===== src/rtl/qs_src.sv =====
// Stimulus source for a sorter: emits an LFSR-generated packet, then checks the sorted reply
// for framing, ordering, checksum and timeout, reporting one status pulse per command.
module qs_src #(
   parameter int unsigned W     = 32,
   parameter int unsigned LEN_W = 8,
   parameter int unsigned TMO   = 65535
) (
   input  logic             clk,
   input  logic             rst,
   input  logic             cmd_vld,
   input  logic [LEN_W-1:0] cmd_len,
   input  logic [31:0]      cmd_seed,
   output logic             cmd_rdy_r,
   output logic             tx_vld_r,
   output logic             tx_sop_r,
   output logic             tx_eop_r,
   output logic [W-1:0]     tx_dat_r,
   input  logic             tx_rdy,
   input  logic             rx_vld,
   input  logic             rx_sop,
   input  logic             rx_eop,
   input  logic             rx_err,
   input  logic [W-1:0]     rx_dat,
   output logic             stat_vld_r,
   output logic             stat_pass_r,
   output logic [3:0]       stat_code_r
);

   localparam int unsigned SW   = W + LEN_W;
   localparam int unsigned TW   = (TMO < 2) ? 1 : $clog2(TMO + 1);
   localparam logic [31:0] POLY = 32'h8020_0003;

   // Bit positions inside the failure code {timeout, sum, order, frame}
   localparam int unsigned CTmo = 3;
   localparam int unsigned CSum = 2;
   localparam int unsigned COrd = 1;
   localparam int unsigned CFrm = 0;

   typedef enum logic [1:0] {StIdle, StTx, StWaitRx, StDone} state_e;

   state_e           state_q, state_d;
   logic [LEN_W-1:0] len_q, len_d;
   logic [LEN_W-1:0] tx_cnt_q, tx_cnt_d;
   logic [LEN_W-1:0] rx_cnt_q, rx_cnt_d;
   logic [31:0]      lfsr_q, lfsr_d;
   logic [SW-1:0]    tx_sum_q, tx_sum_d;
   logic [SW-1:0]    rx_sum_q, rx_sum_d;
   logic [W-1:0]     prev_q, prev_d;
   logic [TW-1:0]    wait_q, wait_d;
   logic [3:0]       code_q, code_d;

   logic             cmd_rdy_q, cmd_rdy_d;
   logic             tx_vld_q, tx_vld_d;
   logic             tx_sop_q, tx_sop_d;
   logic             tx_eop_q, tx_eop_d;
   logic [W-1:0]     tx_dat_q, tx_dat_d;
   logic             stat_vld_q, stat_vld_d;
   logic             stat_pass_q, stat_pass_d;
   logic [3:0]       stat_code_q, stat_code_d;

   logic [31:0]      seed_eff;
   logic [31:0]      lfsr_nxt;
   logic [SW-1:0]    rx_sum_nxt;
   logic             rx_at_last;
   logic             rx_final;

   function automatic logic [31:0] lfsr_step(input logic [31:0] s);
      return (s >> 1) ^ (s[0] ? POLY : 32'h0);
   endfunction

   always_comb begin
      state_d     = state_q;
      len_d       = len_q;
      tx_cnt_d    = tx_cnt_q;
      rx_cnt_d    = rx_cnt_q;
      lfsr_d      = lfsr_q;
      tx_sum_d    = tx_sum_q;
      rx_sum_d    = rx_sum_q;
      prev_d      = prev_q;
      wait_d      = wait_q;
      code_d      = code_q;
      tx_vld_d    = tx_vld_q;
      tx_sop_d    = tx_sop_q;
      tx_eop_d    = tx_eop_q;
      tx_dat_d    = tx_dat_q;
      stat_vld_d  = 1'b0;
      stat_pass_d = 1'b0;
      stat_code_d = stat_code_q;

      seed_eff   = (cmd_seed == 32'h0) ? 32'h1 : cmd_seed;
      lfsr_nxt   = lfsr_step(lfsr_q);
      rx_sum_nxt = rx_sum_q + SW'(rx_dat);
      rx_at_last = (rx_cnt_q == len_q - LEN_W'(1));
      rx_final   = rx_at_last || rx_eop;

      unique case (state_q)
         StIdle: begin
            if (cmd_vld && cmd_rdy_q) begin
               len_d    = cmd_len;
               lfsr_d   = seed_eff;
               tx_cnt_d = '0;
               rx_cnt_d = '0;
               tx_sum_d = '0;
               rx_sum_d = '0;
               prev_d   = '0;
               wait_d   = '0;
               code_d   = '0;
               if (cmd_len == '0) begin
                  code_d[CFrm] = 1'b1;
                  state_d      = StDone;
               end else begin
                  tx_vld_d = 1'b1;
                  tx_sop_d = 1'b1;
                  tx_eop_d = (cmd_len == LEN_W'(1));
                  tx_dat_d = seed_eff[W-1:0];
                  state_d  = StTx;
               end
            end
         end

         StTx: begin
            if (tx_vld_q && tx_rdy) begin
               tx_sum_d = tx_sum_q + SW'(tx_dat_q);
               lfsr_d   = lfsr_nxt;
               if (tx_eop_q) begin
                  tx_vld_d = 1'b0;
                  tx_sop_d = 1'b0;
                  tx_eop_d = 1'b0;
                  wait_d   = '0;
                  state_d  = StWaitRx;
               end else begin
                  tx_cnt_d = tx_cnt_q + LEN_W'(1);
                  tx_sop_d = 1'b0;
                  tx_eop_d = (tx_cnt_q + LEN_W'(1) == len_q - LEN_W'(1));
                  tx_dat_d = lfsr_nxt[W-1:0];
               end
            end
         end

         StWaitRx: begin
            if (rx_vld) begin
               rx_cnt_d = rx_cnt_q + LEN_W'(1);
               rx_sum_d = rx_sum_nxt;
               prev_d   = rx_dat;
               wait_d   = '0;
               // sop must mark beat 0 only, eop must mark beat len-1 only
               if (((rx_cnt_q == '0) != rx_sop) || (rx_eop != rx_at_last) || rx_err) begin
                  code_d[CFrm] = 1'b1;
               end
               if ((rx_cnt_q != '0) && (rx_dat < prev_q)) begin
                  code_d[COrd] = 1'b1;
               end
               if (rx_final) begin
                  if (rx_sum_nxt != tx_sum_q) begin
                     code_d[CSum] = 1'b1;
                  end
                  state_d = StDone;
               end
            end else if (wait_q == TW'(TMO - 1)) begin
               code_d[CTmo] = 1'b1;
               state_d      = StDone;
            end else begin
               wait_d = wait_q + TW'(1);
            end
         end

         StDone: begin
            state_d = StIdle;
         end

         default: begin
            state_d = StIdle;
         end
      endcase

      if (state_d == StDone) begin
         stat_vld_d  = 1'b1;
         stat_pass_d = (code_d == 4'h0);
         stat_code_d = code_d;
      end
      cmd_rdy_d = (state_d == StIdle);
   end

   always_ff @(posedge clk) begin
      if (!rst) begin
         state_q     <= StIdle;
         len_q       <= '0;
         tx_cnt_q    <= '0;
         rx_cnt_q    <= '0;
         lfsr_q      <= '0;
         tx_sum_q    <= '0;
         rx_sum_q    <= '0;
         prev_q      <= '0;
         wait_q      <= '0;
         code_q      <= '0;
         cmd_rdy_q   <= 1'b0;
         tx_vld_q    <= 1'b0;
         tx_sop_q    <= 1'b0;
         tx_eop_q    <= 1'b0;
         tx_dat_q    <= '0;
         stat_vld_q  <= 1'b0;
         stat_pass_q <= 1'b0;
         stat_code_q <= '0;
      end else begin
         state_q     <= state_d;
         len_q       <= len_d;
         tx_cnt_q    <= tx_cnt_d;
         rx_cnt_q    <= rx_cnt_d;
         lfsr_q      <= lfsr_d;
         tx_sum_q    <= tx_sum_d;
         rx_sum_q    <= rx_sum_d;
         prev_q      <= prev_d;
         wait_q      <= wait_d;
         code_q      <= code_d;
         cmd_rdy_q   <= cmd_rdy_d;
         tx_vld_q    <= tx_vld_d;
         tx_sop_q    <= tx_sop_d;
         tx_eop_q    <= tx_eop_d;
         tx_dat_q    <= tx_dat_d;
         stat_vld_q  <= stat_vld_d;
         stat_pass_q <= stat_pass_d;
         stat_code_q <= stat_code_d;
      end
   end

   assign cmd_rdy_r   = cmd_rdy_q;
   assign tx_vld_r    = tx_vld_q;
   assign tx_sop_r    = tx_sop_q;
   assign tx_eop_r    = tx_eop_q;
   assign tx_dat_r    = tx_dat_q;
   assign stat_vld_r  = stat_vld_q;
   assign stat_pass_r = stat_pass_q;
   assign stat_code_r = stat_code_q;

endmodule


===== config.mk =====
export PLATFORM = sky130hd
export DESIGN_NAME = qs_src
export DESIGN_NICKNAME = d
export VERILOG_FILES = /design/src/rtl/qs_src.sv
export SDC_FILE = /design/constraint.sdc
export NUM_CORES = 1
export LEC_CHECK = 0
export CORE_UTILIZATION = 54
export DETAILED_ROUTE_END_ITERATION = 8
export HOLD_SLACK_MARGIN = 0.1
export PLACE_DENSITY = 0.74
export SLEW_MARGIN = 15
export SYNTH_ARGS = -nofsm -noshare
export SYNTH_HDL_FRONTEND = slang
export SYNTH_SLANG_ARGS = --single-unit

===== constraint.sdc =====
create_clock -name clk -period 4.21 [get_ports clk]
set_input_delay 1.0525 -clock clk [delete_from_list [all_inputs] [get_ports clk]]
set_output_delay 1.0525 -clock clk [all_outputs]
set_load 0.05 [all_outputs]

# After elaboration in Yosys (flattened, before gate mapping)
# Cells that the tools add are included.
[classes]
addsub = 6
multipliers = 0
div_mod_pow = 0
magnitude_cmp = 1
eq_ne = 18
n_shift = 0
n_mux = 61
bitwise_logic = 1
n_reduce_logical = 25
[op_table]
columns = ["op", "n"]
rows = [
  ["$mux 32", 10],
  ["$pmux 32 s2", 3],
  ["$pmux 40 s2", 2],
  ["$mux 40", 3],
  ["$add 40x32->40", 2],
  ["$mux 16", 5],
  ["$pmux 16 s3", 1],
  ["$ne 40x40->1", 1],
  ["$logic_not 32->1", 1],
  ["$lt 32x32->1", 1],
  ["$mux 8", 4],
  ["$pmux 8 s2", 2],
  ["$xor 31x32->32", 1],
  ["$mux 1", 17],
  ["$add 16x1->16 const B", 1],
  ["$add 8x1->8 const B", 2],
  ["$eq 16x16->1 const B", 1],
  ["$eq 8x8->1", 2],
  ["$logic_not 8->1", 2],
  ["$reduce_and 5->1", 3],
  ["$mux 2", 7],
  ["$ne 2x2->1 const B", 6],
  ["$eq 8x1->1 const B", 1],
  ["$pmux 2 s4", 1],
  ["other kinds (19)", 33],
]
[word_totals]
register_bits = 232
latch_bits = 0
mem_bits_rw = 0
mem_bits_ro = 0
in_bits = 80
wordCells = 130
mem_count = 0

# Logic depth before layout (Yosys ltp)
[logic_depth]
ltp_word = 9
mapped_depth = 16
ltp_nobuf = 15

# Worst setup path after synthesis
# No wires, ideal clock.
[synth_path]
path_kind = "in2reg"
start = "input port rx_dat[0]"
end = "register stat_pass_q (netlist: stat_pass_r)"
arrival_time_ns = 4.387
required_ns = 4.110
slack_ns = -0.277
cell_stages = 14
n_path_buf = 1
path_cell_list = "ha_1 > inv_1 > fa_1 > nand2b_1 > a211oi_2 > o21ai_4 > o211ai_4 > o21a_4 > buf_8 > nand3_2 > a2111o_1 > or4_1 > or3_4 > a2111oi_4"
[synth_between]
elab_chain_cells = 7
[synth_lines]
columns = ["item", "line_no", "rtl"]
rows = [
  ["from (decl)", "23", "input logic [W-1:0] rx_dat,"],
  ["$add 40x32->40", "92", "rx_sum_nxt = rx_sum_q + SW'(rx_dat);"],
  ["$ne 40x40->1", "154", "if (rx_sum_nxt != tx_sum_q) begin"],
  ["$mux 1", "154", ""],
  ["$mux 1", "153", "if (rx_final) begin"],
  ["$mux 3 (*)", "141", "if (rx_vld) begin"],
  ["$pmux 4 s2 (*)", "96", "unique case (state_q)"],
  ["$logic_not 4->1 (*)", "178", "stat_pass_d = (code_d == 4'h0);"],
  ["to (signal assigned)", "221", "stat_pass_q <= stat_pass_d;"],
  ["to (decl)", "58", "logic stat_pass_q, stat_pass_d;"],
]
# Every way passes the cells marked *; elsewhere a longest branch is shown, timed or not.
# A chain may end at the register's enable or synchronous reset.

# Worst setup path in the final report
[layout_path]
start = "input port rx_dat[14]"
end = "register stat_pass_q (netlist: stat_pass_r)"
# The elaborated chain is that of the path after synthesis.

==> run_results.csv <==
group,metric,value,unit
sta,timing.final.crit_share,96.9,%
synth,ys_ff_latch,232,
cells_and_area,finalInstanceArea,0.0194,mm2
clock_tree,cts_inserted_buffers,25,
worst_setup_path,worstPathRequired,4630,ps
synth,seq_area_frac_synth,30.9,%
cells_and_area,area_growth,29.3,%
sta,setup_viol,0,
power,p_leak,7.78,nW
power,power.density,288,mW/mm2
sta,finalHoldWorstSlack,452,ps
synth,yosys.area.top_type_share,30.9,%
synth,synthDistinctLibCells,87,
job,maxCapViolCount,0,
worst_hold_path,hp-class,"register to register",
clock_tree,root_buffer,"clkbuf_16",
clock_tree,cts_hold_buf,0,
cells_and_area,multi_input_area,0.0102,mm2
detailed_routing,num_vias,15300,
cells_and_area,fin_nets,2365,
sta,skew,22.3,ps
die,core,0.0271,mm2
worst_setup_path,ff2ff_setup_slack,490,ps
sta,finalHoldViolations,0,
synth,synth_async_sr_flop_share,0,%
status,status,"complete, no violations",
placement,numPortBuffers,121,
clock_tree,path_clk_slew,60,ps
worst_setup_path,start_kind,"input port",
sta,fmax,245,MHz
worst_setup_path,cp.arrival,4490,ps
grt,grt_util_all_layers,31.5,%
clock_tree,ctsHtreeMaxLevel,1,
sta,max_slew_margin,53.5,%
power,peakVddDrop,338,uV
cells_and_area,drive_gt1_share,16.6,%
detailed_routing,wl_per_cell,17.7,um
placement,gp_congestion,0.998,
synth,synthesis.area,0.0150,mm2
sta,worst_pin_slew,689,ps
detailed_routing,wl_met2,20.8,mm
synth,synth_edf_count,0,
die,chipWidth,169,um
detailed_routing,totalWireLength,45.4,mm
cells_and_area,seqCellArea,0.00464,mm2
synth,syn_nets,2085,
clock_tree,clk_path_buf_depth,3,
placement,dp_hpwl,33.9,mm
clock_tree,clk_latency,530,ps
sta,drv_slew,0,
die,die_area,0.0285,mm2
detailed_routing,drtPass1Iterations,5,
die,die_h,169,um
synth,yosysTopAreaCell,"dfxtp_1",
detailed_routing,vias_per_cell,5.94,
detailed_routing,route.met3.wl,2.97,mm
worst_setup_path,timing_worst_setup_path_type,"input port to register",
detailed_routing,drc_errors,0,
grt,grt-ovfl-total,0,
clock_tree,cts_tree,"done",
grt,antenna_found_initial,0,
detailed_routing,antenna_left,0,
grt,grt_pass1_wl,73.6,mm
cells_and_area,n_antenna_cell,0,
cells_and_area,fillCellCount,2201,
placement,dpl-instance-area,0.0182,mm2
worst_setup_path,end_kind,"register",
synth,yosys-top-cells-area,"dfxtp_1, ha_1, a21oi_1",
die,row_count,60,
sta,min_period,4080,ps
synth,synthFlopType,"dfxtp_1",
grt,grt_pass1_vias,14700,
synth,synth_cells,1901,
sta,tns,0,ps
grt,grt_max_degree,91,
detailed_routing,drt_iter0_markers,1016,
synth,syn_area_per_cell,7.90,um2
die,initial_core_util,55.4,%
detailed_routing,top_layer,"met4",
clock_tree,cts_sinks,232,
synth,ys_warn_count,0,
die,design.portCount,122,
detailed_routing,met1Wirelength,20.4,mm
worst_setup_path,critPathMaxFanout,5,
[what timing repair did]
action / CTS / global route
resized for setup: 22 / 59
pin swaps: 6 / 14
setup endpoints to repair: 3 / 3
buffers inserted: 5 / 2
[area by class of cell]
cell class	count	area share, %
inverters	63	1.24
well taps	372	2.40
clock buffers	36	3.75
multi-input cells	1500	52.4
flip-flops and latches	232	23.9
clock inverters	7	0.458
repair buffers	359	15.8
[per-stage QoR]
stage | cells | total power, W | util [%] | setup WS (ps)
4_1_cts | 2567 | 0.00559 | 70.5 | 0.538
6_report | 2569 | 0.00558 | 71.6 | 131
3_5_place_dp | 2519 | 0.00338 | 67.0 | -760
2_1_floorplan | 1901 | 0.00298 | - | -19.0
5_1_grt | 2569 | 0.00579 | 71.6 | -41.3
3_3_place_gp | 2519 | 0.00336 | 67.0 | -689
[layout by cell type (no fill, tap or decap), types with 63 or more instances in the layout]
cell type / n
dfxtp_1: 232
clkdlybuf4s50_1: 102
nor2_1: 206
a21oi_1: 177
nand3_1: 91
xor2_1: 63
ha_1: 82
buf_4: 235
xnor2_1: 71
nand2_1: 182
o21ai_0: 71
a211oi_1: 70
[synthesized netlist by cell type, types with 8 or more instances]
master and count:
buf_2 8, a31oi_1 13, nor2b_1 9, a211oi_1 70, and2_1 21, ha_1 102
xnor2_1 71, nor3_1 29, a21oi_1 183, inv_1 63, nand3_1 91, mux2i_1 35
nor2_1 212, clkbuf_1 88, o21ai_0 80, xor2_1 64, a22oi_1 33, dfxtp_1 232
nand4_1 28, and3_1 18, nand2b_1 13, nand2_1 184, o211ai_1 11, a21o_1 32
or3_1 17, nor4_1 21, o21a_1 20
[registers in the layout (all words and copies together), names as in the netlist, 2 cells and up]
name,cells
rx_sum_q,40
wait_q,16
code_q,4
rx_cnt_q,8
tx_dat_r,32
lfsr_q,32
stat_code_r,4
state_q,2
len_q,8
prev_q,32
tx_cnt_q,8
tx_sum_q,40
[cells by family after synthesis]
kind of cell             synth area share [%]
multiplexers                             2.48
buffers and inverters                    4.54
adder cells (fa/ha/maj)                  8.77
XOR/XNOR                                 8.63
AO/OA/AOI/OAI                            23.2
flip-flops                               30.9
AND/OR/NAND/NOR                          21.4
[worst max-delay path, stage by stage]
cell,delay [ps]
clkdlybuf4s50_1,480
ha_4,320
nand2_1,70
or3_4,380
or2_4,280
o211ai_4,200
o21a_4,160
nand3_2,60
a2111o_1,390
or4_1,400
or3_4,410
a2111oi_4,290
[per-layer routing]
metal  up-vias  GRT usage, %
li1       7411             -
met1      7234          42.6
met2       531          52.5
met3        79          3.76
met4         0          9.57
met5         -             0
[path summary, 6_finish.rpt]
kind | startpoint | to | depth (start not counted)
worst max-delay path | rx_dat[14] | stat_pass_r | 12
worst min-delay path | prev_q[27] | prev_q[27] | 2
worst max register to register | rx_sum_q[0] | stat_pass_r | 14
worst min register to register | prev_q[27] | prev_q[27] | 2
[report_power, final]
group	total, W	switching [W]	internal [W]
Clock	0.00222	0.000904	0.00131
Sequential	0.00234	0.0000707	0.00227
Combinational	0.00103	0.000600	0.000431
Note: power is estimated with default switching activity, not from simulation.
